$ cat src/rtl/ps2_pkg.sv
// Shared PS/2 definitions: frame constants, FSM state encoding and an odd-parity helper.
// Used by both the receive and transmit sides of the PS/2 port.
package ps2_pkg;

  // Frame layout: start bit, data bits LSB first, odd parity, stop bit.
  localparam int unsigned PS2_DATA_BITS = 8;
  localparam logic        PS2_START_BIT = 1'b0;
  localparam logic        PS2_STOP_BIT  = 1'b1;

  typedef enum logic [2:0] {
    StIdle   = 3'd0,
    StData   = 3'd1,
    StParity = 3'd2,
    StStop   = 3'd3,
    StDone   = 3'd4
  } ps2_state_e;

  // True when data plus parity bit carry an odd number of ones.
  function automatic logic odd_parity_ok(input logic [PS2_DATA_BITS-1:0] data,
                                         input logic                     parity);
    return ^{data, parity};
  endfunction

endpackage

$ cat src/rtl/ps2_filter.sv
// PS/2 input conditioning: 2-flop synchronizers on ps2c/ps2d, a FILTER_LEN-cycle glitch
// filter on the clock line and a one-cycle pulse on each filtered falling edge.
module ps2_filter #(
  parameter int unsigned FILTER_LEN = 8
) (
  input  logic clk,
  input  logic reset,
  input  logic ps2c,
  input  logic ps2d,
  output logic ps2c_f,
  output logic fall_tick,
  output logic ps2d_s
);

  localparam int unsigned CntW = (FILTER_LEN > 1) ? $clog2(FILTER_LEN + 1) : 1;

  logic [1:0]      c_sync_q;
  logic [1:0]      d_sync_q;
  logic            c_f_q, c_f_d;
  logic            c_f_dly_q;
  logic [CntW-1:0] cnt_q, cnt_d;
  logic            c_s;

  assign c_s = c_sync_q[1];

  // Synchronizers; idle-high so reset looks like a quiet bus.
  always_ff @(posedge clk or negedge reset) begin
    if (!reset) begin
      c_sync_q <= 2'b11;
      d_sync_q <= 2'b11;
    end else begin
      c_sync_q <= {c_sync_q[0], ps2c};
      d_sync_q <= {d_sync_q[0], ps2d};
    end
  end

  // Glitch filter: follow the synced clock only after it disagrees for FILTER_LEN cycles.
  always_comb begin
    c_f_d = c_f_q;
    cnt_d = '0;
    if (c_s != c_f_q) begin
      if (cnt_q == CntW'(FILTER_LEN - 1)) begin
        c_f_d = c_s;
      end else begin
        cnt_d = cnt_q + 1'b1;
      end
    end
  end

  // Filter state plus a delayed copy for edge detection.
  always_ff @(posedge clk or negedge reset) begin
    if (!reset) begin
      c_f_q     <= 1'b1;
      c_f_dly_q <= 1'b1;
      cnt_q     <= '0;
    end else begin
      c_f_q     <= c_f_d;
      c_f_dly_q <= c_f_q;
      cnt_q     <= cnt_d;
    end
  end

  assign ps2c_f    = c_f_q;
  assign fall_tick = c_f_dly_q & ~c_f_q;
  assign ps2d_s    = d_sync_q[1];

endmodule

$ cat src/rtl/ps2_receive.sv
// PS/2 device-to-host receiver. Deframes start/8 data/odd parity/stop frames sampled on
// filtered ps2c falling edges and presents one byte per good frame. Never drives the bus.
// Optional mid-frame watchdog is built when PS2_RX_TIMEOUT_EN is defined.
module ps2_receive
  import ps2_pkg::*;
#(
  parameter int unsigned FILTER_LEN     = 8,
  parameter int unsigned TIMEOUT_CYCLES = 10000
) (
  input  logic       clk,
  input  logic       reset,
  input  logic       ps2c,
  input  logic       ps2d,
  input  logic       rx_en,
  output logic [7:0] rx_data,
  output logic       rx_done,
  output logic       rx_err,
  output logic       rx_idle
);

  logic       ps2c_f;
  logic       fall_tick;
  logic       ps2d_s;

  ps2_state_e state_q, state_d;
  logic [7:0] shreg_q, shreg_d;
  logic [7:0] rx_data_q, rx_data_d;
  logic [2:0] bit_cnt_q, bit_cnt_d;
  logic       parity_q, parity_d;
  logic       frame_ok;
  logic       timeout;

  ps2_filter #(
    .FILTER_LEN(FILTER_LEN)
  ) u_filter (
    .clk      (clk),
    .reset    (reset),
    .ps2c     (ps2c),
    .ps2d     (ps2d),
    .ps2c_f   (ps2c_f),
    .fall_tick(fall_tick),
    .ps2d_s   (ps2d_s)
  );

  // Evaluated in the stop-bit tick cycle: stop bit must be 1 and parity odd.
  assign frame_ok = (ps2d_s == PS2_STOP_BIT) && odd_parity_ok(shreg_q, parity_q);

`ifdef PS2_RX_TIMEOUT_EN
  localparam int unsigned WdogW = $clog2(TIMEOUT_CYCLES + 1);

  logic [WdogW-1:0] wdog_q, wdog_d;
  logic             busy;

  assign busy    = (state_q == StData) || (state_q == StParity) || (state_q == StStop);
  // Fires on the cycle the count would reach TIMEOUT_CYCLES without an intervening tick.
  assign timeout = busy && !fall_tick && (wdog_q == WdogW'(TIMEOUT_CYCLES - 1));

  // Watchdog next value: counts only between ticks while a frame is in flight.
  always_comb begin
    wdog_d = '0;
    if (busy && !fall_tick && !timeout) begin
      wdog_d = wdog_q + 1'b1;
    end
  end

  // Watchdog register.
  always_ff @(posedge clk or negedge reset) begin
    if (!reset) begin
      wdog_q <= '0;
    end else begin
      wdog_q <= wdog_d;
    end
  end
`else
  assign timeout = 1'b0;
`endif

  // State and datapath registers.
  always_ff @(posedge clk or negedge reset) begin
    if (!reset) begin
      state_q   <= StIdle;
      shreg_q   <= '0;
      rx_data_q <= '0;
      bit_cnt_q <= '0;
      parity_q  <= 1'b0;
    end else begin
      state_q   <= state_d;
      shreg_q   <= shreg_d;
      rx_data_q <= rx_data_d;
      bit_cnt_q <= bit_cnt_d;
      parity_q  <= parity_d;
    end
  end

  // Next-state and datapath update; rx_en low or a watchdog expiry forces IDLE.
  always_comb begin
    state_d   = state_q;
    shreg_d   = shreg_q;
    rx_data_d = rx_data_q;
    bit_cnt_d = bit_cnt_q;
    parity_d  = parity_q;
    if (!rx_en || timeout) begin
      state_d = StIdle;
    end else begin
      case (state_q)
        StIdle: begin
          if (fall_tick && (ps2d_s == PS2_START_BIT)) begin
            state_d   = StData;
            bit_cnt_d = '0;
          end
        end
        StData: begin
          if (fall_tick) begin
            shreg_d   = {ps2d_s, shreg_q[7:1]};
            bit_cnt_d = bit_cnt_q + 1'b1;
            if (bit_cnt_q == 3'(PS2_DATA_BITS - 1)) begin
              state_d = StParity;
            end
          end
        end
        StParity: begin
          if (fall_tick) begin
            parity_d = ps2d_s;
            state_d  = StStop;
          end
        end
        StStop: begin
          if (fall_tick) begin
            if (frame_ok) begin
              // Load now so rx_data is already valid while rx_done is high.
              rx_data_d = shreg_q;
              state_d   = StDone;
            end else begin
              state_d = StIdle;
            end
          end
        end
        StDone: begin
          state_d = StIdle;
        end
        default: begin
          state_d = StIdle;
        end
      endcase
    end
  end

  // Output decode: done/err pulses and idle flag.
  always_comb begin
    rx_done = (state_q == StDone);
    rx_err  = 1'b0;
    if (rx_en) begin
      if (timeout) begin
        rx_err = 1'b1;
      end else if ((state_q == StStop) && fall_tick && !frame_ok) begin
        rx_err = 1'b1;
      end
    end
    rx_idle = (state_q == StIdle);
  end

  assign rx_data = rx_data_q;

  // Filtered clock level is not needed by the deframer; only its falling edge is.
  logic unused_ps2c_f;
  assign unused_ps2c_f = ps2c_f;

endmodule

$ cat config.mk
export PLATFORM = sky130hd
export DESIGN_NAME = ps2_receive
export DESIGN_NICKNAME = d
export VERILOG_FILES = /design/src/rtl/ps2_pkg.sv /design/src/rtl/ps2_filter.sv /design/src/rtl/ps2_receive.sv
export SDC_FILE = /design/constraint.sdc
export NUM_CORES = 1
export LEC_CHECK = 0
export CAP_MARGIN = 20
export CORE_ASPECT_RATIO = 0.9
export CORE_MARGIN = 3
export CORE_UTILIZATION = 40
export CTS_CLUSTER_DIAMETER = 150
export DETAILED_ROUTE_END_ITERATION = 12
export PLACE_DENSITY = 0.72
export SKIP_CTS_REPAIR_TIMING = 1
export SYNTH_ARGS = -nofsm -noshare
export SYNTH_HDL_FRONTEND = slang
export SYNTH_HIERARCHICAL = 1
export SYNTH_SLANG_ARGS = --single-unit
$ cat constraint.sdc
create_clock -name clk -period 2 [get_ports clk]
set_clock_uncertainty 0.15 [all_clocks]
set_input_delay 0.4 -clock clk [delete_from_list [all_inputs] [get_ports clk]]
set_output_delay 0.4 -clock clk [all_outputs]
set_load 0.02 [all_outputs]
* Word level (Yosys, flattened, before mapping) *
Cells that the tools add are included.

word-level totals
  output and inout port bits = 11
  logic and storage cells = 58
  register bits after elaboration = 33
  input bits = 5

cells by class
  mux-type cells = 15
  bitwise logic cells = 3
  reductions and logical operators = 14
  $add $sub $neg = 2
  equality and inequality tests = 14

operators with widths
  cell                   number
  $mux W3                9
  $ne A3 B3 Y1 const B   4
  $pmux W3 S4            1
  $reduce_xor A9 Y1      1
  $mux W4                2
  $reduce_and A4 Y1      2
  $eq A3 B2 Y1 const B   2
  $eq A3 B3 Y1 const B   2
  $pmux W3 S2            1
  $reduce_and A3 Y1      2
  $reduce_and A5 Y1      1
  $add A4 B1 Y4 const B  1
  $eq A4 B3 Y1 const B   1
  $logic_and A1 B1 Y1    4
  $add A3 B1 Y3 const B  1
  $eq A3 B1 Y1 const B   1
  $logic_not A3 Y1       1
  $ne A3 B2 Y1 const B   1
  $mux W1                2
  $ne A2 B1 Y1 const B   1
  $ne A2 B2 Y1 const B   1
  $not A1 Y1             2
  $reduce_and A2 Y1      1
  $reduce_bool A2 Y1     1
  other kinds (3)        3

* Logic depth before layout (Yosys ltp) *
  depth in word-level cells = 6
  mapped depth = 5
  depth with buffers taken out = 5

* By module *
The synthesis kept the hierarchy.

modules (own cells, without submodules)
  module       times used  area each (µm²)  sequential area each (µm²)  cells each
  ps2_receive  1           1,096.1          575.6                       80
  ps2_filter   1           357.8            257.7                       24

* Worst setup path before layout *
Ideal clock, no wire load.

  path kind = register -> output
  start point = register shreg_q[1]
  end point = output port rx_err
  arrival = 1,525 ps
  stages on the path, launching flop included = 5
  path buffers = 0
  required time = 1,450 ps
  path slack = -75 ps
  path through = dfrtp_1 -> xor2_1 -> xnor3_1 -> xnor2_1 -> a21oi_1

between the ends
  longest elaborated chain between the ends = 6

RTL lines
  what                    RTL line            RTL
  from (decl)             ps2_receive.sv:26   logic [7:0] shreg_q, shreg_d;
  from (signal assigned)  ps2_receive.sv:88   shreg_q <= shreg_d;
  $reduce_xor A9 Y1       ps2_pkg.sv:21       return ^{data, parity};
  $logic_and A1 B1 Y1     ps2_receive.sv:46   assign frame_ok = (ps2d_s == PS2_STOP_BIT) && odd_parity_ok(shreg_q, parity_q);
  $logic_not A1 Y1        ps2_receive.sv:155  end else if ((state_q == StStop) && fall_tick && !frame_ok) begin
  $logic_and A1 B1 Y1     ps2_receive.sv:155
  $mux W1                 ps2_receive.sv:155
  $mux W1                 ps2_receive.sv:152  if (rx_en) begin
  to (decl)               ps2_receive.sv:17   output logic rx_err,

Every way passes these cells.

* Worst setup path in the final report *
Ends and elaborated chain as after synthesis.

==> results.json <==
{
  "synth_enable_flop_cells": 0,
  "p_leak_uw": 0.0009672,
  "ys_types": 28,
  "layout_commonest_cell": "dfrtp_1",
  "area_growth_pct": 33.99,
  "grt_pass1_vias": 987,
  "ir_worst_vdd_mv": 0.5785,
  "rsz0062_at_grt": "yes",
  "clockBufferDepth": 2,
  "critPathMaxStageDelay_ns": 0.45,
  "cts_max_level": 2,
  "min_path_type": "register to register",
  "crit_required_ns": 1.45,
  "syn_inst": 104,
  "start_util": 0.4241,
  "overflow": 0,
  "grt_pass1_wl_mm": 4.271,
  "drt-total-wl_mm": 2.648,
  "routedWlPerCell_um": 14.01,
  "slew_headroom": 0.7353,
  "crit_path_start_kind": "register",
  "synth-seq-cells": 33,
  "dp_cells": 179,
  "multi_input_area_um2": 653.1,
  "fp.dieW_um": 69.55,
  "worstRegToRegCells": 7,
  "synth_ff_type": "dfrtp_1",
  "nFillCells": 253,
  "cp_max_fo": 2,
  "syn_nets": 112,
  "drive_gt1_frac": 0.4207,
  "clk_latency_ns": 0.28,
  "portBuffers": 15,
  "fin_crit_ns": 2.304,
  "slowest_stage": "xnor3_2",
  "finalMaxSlewViolations": 0,
  "grt_start_max_net_pins": 34,
  "period_share": 1.152,
  "maxCapViolations": 0,
  "antennaDiodeCount": 0,
  "clkTransAtPathRegs_ns": 0.06,
  "r2r_end": "rx_data[3]$_DFFE_PN0P_",
  "status": "complete, but fails checks",
  "area.sequential_um2": 833.3,
  "worst-r2r-setup-slack_ns": -0.20,
  "criticalPathCategory": "register to output port",
  "arrival_ns": 1.75,
  "ys_seq_area_frac": 0.5731,
  "antenna_found_initial": 0,
  "syn_area_per_cell_um2": 13.98,
  "async_flop_share": 1.000,
  "vias": 932,
  "synth_warnings": 6,
  "cts_tree": "built",
  "final_cell_mix": "27 x dfrtp_1, 21 x buf_4, 12 x clkdlybuf4s50_1",
  "ant_nets": 0,
  "rr_startpoint": "shreg_q[1]$_DFFE_PN0P_",
  "drtIter0Drc": 19,
  "rows": 20,
  "setup_slack_ns": -0.3043,
  "cp-endpoint": "rx_err",
  "cts-root-buf": "clkbuf_8",
  "tightest_slew_ns": 0.3971,
  "tritoncts.num_buffers": 5,
  "firstDrtPassIters": 4,
  "max_freq_ghz": 0.4340,
  "violations": "negative setup slack",
  "fin_tns_setup_ns": -1.860,
  "io_pins": 16,
  "finalNonFillerCells": 189,
  "gr-usage-all-layers": 0.1259,
  "power.density_mw_per_mm2": 761.9,
  "hold_violations": 0,
  "nets": 152,
  "drc": 0,
  "crit_start": "shreg_q[1]$_DFFE_PN0P_",
  "crit_path_end_kind": "output port",
  "gp_congestion": 0.8375,
  "die_h_um": 63.20,
  "setup_viol": 9,
  "viasPerCell": 4.931,
  "crit_chain": "xor2_1 > xnor3_2 > xnor2_1 > a21oi_2 > buf_4",
  "coreArea_mm2": 0.003428,
  "die_area_mm2": 0.004395,
  "cts_sinks": 33,
  "hpwl_mm": 1.751,
  "syn_area_mm2": 0.001454
}
layer usage:
layer | global-route usage | wire (um)
met3 | 0.04466 | 137
met2 | 0.2036 | 1305
met4 | 0.05854 | 48
met1 | 0.1499 | 1156
met5 | 0 | 0
area by class of cell:
cell class	count	area share
Timing Repair Buffer	36	0.1657
Clock buffer	8	0.04110
Inverter	1	0.001927
Multi-Input combinational cell	67	0.3353
Sequential cell	33	0.4277
Tap cell	44	0.02826
worst min path at each step:
| stage | slack [ns] | start | endpoint | cells after the start |
|---|---|---|---|---|
| 5_1_grt | 0.21 | u_filter/c_sync_q[0]$_DFF_PN1_ | u_filter/c_sync_q[1]$_DFF_PN1_ | 0 |
| 6_report | 0.21 | u_filter/d_sync_q[0]$_DFF_PN1_ | u_filter/d_sync_q[1]$_DFF_PN1_ | 0 |
| 3_5_place_dp | 0.20 | u_filter/d_sync_q[0]$_DFF_PN1_ | u_filter/d_sync_q[1]$_DFF_PN1_ | 0 |
| 2_1_floorplan | -0.05 | reset | bit_cnt_q[0]$_DFFE_PN0P_ | 0 |
| 4_1_cts | 0.21 | u_filter/d_sync_q[0]$_DFF_PN1_ | u_filter/d_sync_q[1]$_DFF_PN1_ | 0 |
| 3_3_place_gp | 0.20 | u_filter/d_sync_q[0]$_DFF_PN1_ | u_filter/d_sync_q[1]$_DFF_PN1_ | 0 |
registers in the layout, summed over array words and instances (netlist names), 2 cells and up:
name               flops
u_filter/d_sync_q      2
rx_data                8
u_filter/cnt_q         4
shreg_q                8
u_filter/c_sync_q      2
state_q                3
bit_cnt_q              3
through the flow:
step	power [uW]	area (um2)	setup WS, ns	utilization	hold WS, ns
floorplan	927.8	1459	0.03826	-	-0.04559
global placement	1008	1787	-0.4178	0.5212	0.1966
detailed placement	1033	1787	-0.4498	0.5212	0.1988
CTS	1504	1867	-0.7777	0.5445	0.2073
global route	1559	1948	-0.3655	0.5682	0.2098
finish	1484	1948	-0.3043	0.5682	0.2059
worst max-delay path, delay by kind of cell (launching register included):
kind	cells	cell delay [ns]
xor+xnor	3	0.76
flops	1	0.40
compound gates	1	0.16
buf+inv	1	0.16
cells by family after synthesis:
kind of cell / after synthesis / share of synthesized area
buffers and inverters: 4 / 0.01634
multiplexers: 21 / 0.1721
AND/OR/NAND/NOR: 30 / 0.1213
flip-flops: 33 / 0.5732
AO/OA/AOI/OAI: 5 / 0.02237
XOR/XNOR: 8 / 0.06884
adder cells (fa/ha/maj): 3 / 0.02582
synth_stat cells, types with 2 or more instances:
cell	count	area [um2]
mux2_2	18	202.7
nand3_1	2	10.01
nor2_1	8	30.03
nand2b_1	3	18.77
a22o_1	2	17.52
ha_1	3	37.54
nor3b_1	3	22.52
nor3_1	4	20.02
nand2_1	5	18.77
dfrtp_1	27	675.7
a21oi_1	3	15.01
dfstp_2	6	157.7
xnor2_1	5	43.79
power breakdown:
group	leakage (uW)	switching [uW]	internal (uW)	total [uW]
registers	0.000436	41.4	745	786
logic	0.000492	105	132	238
clock network	0.0000395	214	247	460
Note: power is estimated with default switching activity, not from simulation.
